===== src/rtl/button_event_decoder.sv =====
// button_event_decoder
// Turns a debounced button level into single-cycle press, release, long-press
// and auto-repeat events, plus an optional double-click event.
//
// Optional feature macro: DOUBLE_CLICK_EN
//   defined   -> GAP state, double-click flag and o_double logic present
//   undefined -> release always returns to IDLE, o_double tied to 0
//
// Ports:
//   i_clk      clock, all logic on the rising edge
//   i_rst      synchronous active-high reset
//   i_btn      debounced button level, synchronous to i_clk
//   o_press    one-cycle pulse on press
//   o_release  one-cycle pulse on release
//   o_long     one-cycle pulse when the hold reaches LONG_TICKS
//   o_repeat   one-cycle pulse every REPEAT_TICKS while long-held
//   o_double   one-cycle pulse on the second press of a double-click
//   o_held     high while the button is considered held (PRESSED or LONG)
module button_event_decoder #(
  parameter int unsigned CNT_WIDTH    = 16,
  parameter int unsigned LONG_TICKS   = 1000,
  parameter int unsigned REPEAT_TICKS = 250,
  parameter int unsigned DOUBLE_TICKS = 300,
  parameter logic        ACTIVE_LEVEL = 1'b1
) (
  input  logic i_clk,
  input  logic i_rst,
  input  logic i_btn,
  output logic o_press,
  output logic o_release,
  output logic o_long,
  output logic o_repeat,
  output logic o_double,
  output logic o_held
);

  // Elaboration-time sanity check of the tick parameters.
  if (LONG_TICKS < 1 || REPEAT_TICKS < 1 || DOUBLE_TICKS < 1 ||
      64'(LONG_TICKS)   > (64'd1 << CNT_WIDTH) ||
      64'(REPEAT_TICKS) > (64'd1 << CNT_WIDTH) ||
      64'(DOUBLE_TICKS) > (64'd1 << CNT_WIDTH)) begin : g_bad_params
    $error("button_event_decoder: tick parameters must be in 1 .. 2**CNT_WIDTH");
  end

  localparam logic [CNT_WIDTH-1:0] LONG_LAST   = CNT_WIDTH'(LONG_TICKS - 1);
  localparam logic [CNT_WIDTH-1:0] REPEAT_LAST = CNT_WIDTH'(REPEAT_TICKS - 1);

`ifdef DOUBLE_CLICK_EN
  localparam logic [CNT_WIDTH-1:0] DOUBLE_LAST = CNT_WIDTH'(DOUBLE_TICKS - 1);
  typedef enum logic [1:0] {IDLE, PRESSED, LONG, GAP} state_t;
`else
  typedef enum logic [1:0] {IDLE, PRESSED, LONG} state_t;
`endif

  state_t               state_q, state_d;
  logic [CNT_WIDTH-1:0] cnt_q, cnt_d;
  logic                 press_d, release_d, long_d, rpt_d;
  logic                 active;

`ifdef DOUBLE_CLICK_EN
  logic dbl_q, dbl_d;
  logic double_d;
`endif

  assign active = (i_btn == ACTIVE_LEVEL);

  // Next-state, counter and event decode.
  always_comb begin
    state_d   = state_q;
    cnt_d     = cnt_q;
    press_d   = 1'b0;
    release_d = 1'b0;
    long_d    = 1'b0;
    rpt_d     = 1'b0;
`ifdef DOUBLE_CLICK_EN
    dbl_d     = dbl_q;
    double_d  = 1'b0;
`endif
    case (state_q)
      IDLE: begin
        if (active) begin
          state_d = PRESSED;
          cnt_d   = '0;
          press_d = 1'b1;
        end
      end
      PRESSED: begin
        if (active) begin
          if (cnt_q == LONG_LAST) begin
            state_d = LONG;
            cnt_d   = '0;
            long_d  = 1'b1;
          end else begin
            cnt_d = cnt_q + CNT_WIDTH'(1);
          end
        end else begin
          release_d = 1'b1;
          cnt_d     = '0;
`ifdef DOUBLE_CLICK_EN
          // A release that ends a double-click press does not re-arm the window.
          state_d   = dbl_q ? IDLE : GAP;
`else
          state_d   = IDLE;
`endif
        end
      end
      LONG: begin
        // Release wins over a coinciding repeat boundary.
        if (active) begin
          if (cnt_q == REPEAT_LAST) begin
            rpt_d = 1'b1;
            cnt_d = '0;
          end else begin
            cnt_d = cnt_q + CNT_WIDTH'(1);
          end
        end else begin
          release_d = 1'b1;
          state_d   = IDLE;
          cnt_d     = '0;
        end
      end
`ifdef DOUBLE_CLICK_EN
      GAP: begin
        if (active) begin
          state_d  = PRESSED;
          cnt_d    = '0;
          press_d  = 1'b1;
          double_d = 1'b1;
          dbl_d    = 1'b1;
        end else if (cnt_q == DOUBLE_LAST) begin
          state_d = IDLE;
          cnt_d   = '0;
        end else begin
          cnt_d = cnt_q + CNT_WIDTH'(1);
        end
      end
`endif
      default: begin
        state_d = IDLE;
        cnt_d   = '0;
      end
    endcase
`ifdef DOUBLE_CLICK_EN
    if (state_d == IDLE) begin
      dbl_d = 1'b0;
    end
`endif
  end

  // State, counter and registered outputs.
  always_ff @(posedge i_clk) begin
    if (i_rst) begin
      state_q   <= IDLE;
      cnt_q     <= '0;
      o_press   <= 1'b0;
      o_release <= 1'b0;
      o_long    <= 1'b0;
      o_repeat  <= 1'b0;
      o_held    <= 1'b0;
`ifdef DOUBLE_CLICK_EN
      dbl_q     <= 1'b0;
      o_double  <= 1'b0;
`endif
    end else begin
      state_q   <= state_d;
      cnt_q     <= cnt_d;
      o_press   <= press_d;
      o_release <= release_d;
      o_long    <= long_d;
      o_repeat  <= rpt_d;
      o_held    <= (state_d == PRESSED) || (state_d == LONG);
`ifdef DOUBLE_CLICK_EN
      dbl_q     <= dbl_d;
      o_double  <= double_d;
`endif
    end
  end

`ifndef DOUBLE_CLICK_EN
  assign o_double = 1'b0;
`endif

endmodule


===== config.mk =====
export PLATFORM = sky130hd
export DESIGN_NAME = button_event_decoder
export DESIGN_NICKNAME = d
export VERILOG_FILES = /design/src/rtl/button_event_decoder.sv
export SDC_FILE = /design/constraint.sdc
export NUM_CORES = 1
export LEC_CHECK = 0
export CAP_MARGIN = 20
export CORE_ASPECT_RATIO = 0.6
export CORE_MARGIN = 2
export CORE_UTILIZATION = 51
export CTS_CLUSTER_DIAMETER = 50
export DETAILED_ROUTE_END_ITERATION = 7
export PLACE_DENSITY = 0.74
export SYNTH_ARGS = -nofsm -noshare
export SYNTH_HDL_FRONTEND = slang
export SYNTH_SLANG_ARGS = --single-unit

===== constraint.sdc =====
create_clock -name i_clk -period 1.7 [get_ports i_clk]
set_input_delay 0.34 -clock i_clk [delete_from_list [all_inputs] [get_ports i_clk]]
set_output_delay 0.34 -clock i_clk [all_outputs]
set_load 0.05 [all_outputs]

==> out/results.tsv <==
stage	metric	value	unit
detailed_routing	wl	2925	µm
detailed_routing	drt_iter0_markers	102	
yosys	syn_inst	127	
layout	diodes	0	
detailed_routing	drcViolationCount	0	
global_route	grt_pass1_vias	906	
die	io_pins	9	
die	fp.coreArea	2180	µm²
power	leakagePower	0.6032	nW
global_route	track_usage	23.85	%
timing	fmax	534.8	MHz
die	die_area	2732	µm²
global_route	grt_pass1_wl	4540	µm
setup_path	crit_fanout	3	
global_route	grt-ovfl-total	0	
clock_tree	cts_tree	built	
timing	finalSetupViolCount	19	
layout	seq_area	462.9	µm²
layout	final_nets	171	
yosys	synth_warnings	0	
detailed_routing	wl_per_cell	15.31	µm
detailed_routing	avgViaCountPerCell	5.262	
detailed_routing	ant_nets	0	
clock_tree	numCtsBuffers	3	
place	dp_slack	-0.1679	ns
setup_path	end_kind	register	
timing	fin_skew	0.001069	ns
global_route	antenna_found_initial	0	
clock_tree	htreeDepth	1	
power	irDropWorstVdd	388.1	µV
job	max_cap_viol_count	0	
yosys	synth_cell_types	38	
outcome	status	complete, but fails checks	
setup_path	path_cells	ha_4 -> or4bb_4 -> nor4_4 -> buf_4 -> o31a_2 -> xnor2_2 -> nor3_2	
place	portBuffers	7	
place	gp_congestion	0.8743	
place	hpwl	1947	µm
yosys	avgSynthCellArea	9.310	µm²
yosys	ys_ff_latch	23	
clock_tree	cts_root_buffer	clkbuf_8	
yosys	synth-main-ff-cell	dfxtp_1	
worst_hold_path	hold_path_class	register to register	
timing	finalCriticalPeriod	1.870	ns
timing	min_period_over_period	110.0	%
layout	drive_gt1_share	40.99	%
detailed_routing	vias	1005	
yosys	ys_seq_area_share	38.94	%
yosys	netlist_area	1182	µm²
timing	drv_slew	0	
die	fp.dieH	41.30	µm
setup_path	critPathArrivalTime	2.03	ns
clock_tree	cts.sinks	23	
timing	fin_ws	-0.1697	ns
setup_path	crit_slowest_cell	or4bb_4	
setup_path	critical_path_class	register to register	
timing	hold_ws	0.5847	ns
setup_path	required	1.86	ns
timing	grt_setup_unrepaired	yes	
yosys	async_reset_ff_share	0	%
clock_tree	clk_path_buf_depth	2	
timing	hold_viol_final	0	
die	die_w	66.16	µm
detailed_routing	drt_first_pass_iters	4	
power	power_density	656.4	nW/µm²
die	start_util	54.25	%
die	rows	13	
yosys	syn-num-nets	136	
clock_tree	clk_pin_slew	0.08	ns
yosys	synth-edff-count	0	
setup_path	slowest_delay	0.53	ns
setup_path	crit_path_start_kind	register	
layout	multi_input_area	747.0	µm²
outcome	violations	setup timing	
clock_tree	clock_latency	0.26	ns
global_route	grt_start_max_net_pins	14	
layout	final.fill_count	177	
layout	syn_to_final_growth	33.33	%
-- metrics by stage --
stage	total power, mW	std cells	utilization [%]	setup TNS [ns]	area, µm²
detailed placement	0.6854	185	66.48	-2.193	1449
floorplan	0.6377	127	-	-1.994	1191
CTS	1.038	192	71.53	-2.565	1559
global placement	0.6808	185	66.48	-1.440	1449
global route	1.074	191	72.33	-3.639	1577
finish	1.035	191	72.33	-2.172	1577
-- metal layers --
layer | GRT usage [%] | vias up | wire length [µm]
met2 | 40.25 | 35 | 1349
li1 | - | 496 | -
met3 | 7.527 | 0 | 193
met4 | 2.551 | 0 | 0
met5 | 0 | - | 0
met1 | 31.75 | 474 | 1383
-- cells in the mapped netlist, types with 2 or more instances --
master / n / share of area (%)
dfxtp_1: 23 / 39
nand2_1: 13 / 4.1
nor2_1: 11 / 3.5
nor2_2: 10 / 5.3
xnor2_1: 8 / 5.9
xor2_1: 7 / 5.2
ha_1: 6 / 6.3
nand3_1: 6 / 2.5
nor3_1: 5 / 2.1
inv_1: 4 / 1.3
nor3b_1: 3 / 1.9
o21ai_0: 3 / 1.3
and4_1: 2 / 1.5
nand4_1: 2 / 1.1
-- layout by cell type, fill, tap and decap left out, drive strengths merged, types with 2 or more instances in the layout --
| cell | count |
|---|---|
| and4 | 2 |
| buf | 32 |
| clkbuf | 3 |
| clkdlybuf4s50 | 2 |
| dfxtp | 23 |
| ha | 6 |
| inv | 4 |
| nand2 | 13 |
| nand3 | 6 |
| nand4 | 2 |
| nor2 | 21 |
| nor3 | 5 |
| nor3b | 3 |
| o21ai | 3 |
| xnor2 | 8 |
| xor2 | 7 |
-- registers in the layout, summed over array words and instances (netlist names) --
signal / count
cnt_q: 16
state_q: 2
o_held: 1
o_long: 1
o_press: 1
o_release: 1
o_repeat: 1
-- cell type report --
type	instances	share of cell area, %
flip-flops and latches	23	29.37
repair buffers	34	16.98
inverters	4	0.9524
clock inverters	1	0.3175
clock buffers	3	2.619
multi-input cells	96	47.38
well taps	30	2.381
-- repair_timing --
item | CTS | global route
endpoints found under the setup margin | 17 | 20
gates cloned | 1 | 0
gates resized for setup | 4 | 13
hold buffers | 0 | 0
pin swaps | 0 | 9
setup buffers | 2 | 1
-- worst max-delay path, delay by kind of cell, from the launching register on --
kind                       cells  cell delay, ns
and+or+nand+nor                3            0.76
AOI/OAI and AO/OA              1            0.19
adders and majority gates      1            0.14
buffers and inverters          1            0.19
DFF                            1            0.36
xor gates and xnor gates       1            0.14
-- cell families after synthesis --
family | count (synthesis) | share of synthesized area, %
buf+inv | 8 | 4.444
flops | 23 | 38.94
simple gates | 65 | 32.28
xor+xnor | 15 | 11.11
other cells | 1 | 0.3172
compound gates | 9 | 6.561
fa+ha+maj | 6 | 6.349
-- report_power, final --
part / total [mW] / leakage (nW) / internal [mW] / switching (mW)
Clock: 0.341 / 0.0255 / 0.164 / 0.178
Sequential: 0.549 / 0.187 / 0.546 / 0.00352
Combinational: 0.144 / 0.391 / 0.0582 / 0.0859
-- final timing paths --
path | from | endpoint | cells past startpoint | slack (ns)
hold reg to reg | cnt_q[0]$_SDFFE_PP0P_ | cnt_q[0]$_SDFFE_PP0P_ | 2 | 0.58
hold / removal | cnt_q[0]$_SDFFE_PP0P_ | cnt_q[0]$_SDFFE_PP0P_ | 2 | 0.58
setup / recovery | cnt_q[0]$_SDFFE_PP0P_ | o_held$_SDFF_PP0_ | 7 | -0.17
setup reg to reg | cnt_q[0]$_SDFFE_PP0P_ | o_held$_SDFF_PP0_ | 7 | -0.17
No activity file was read; power rests on OpenSTA's default activity.
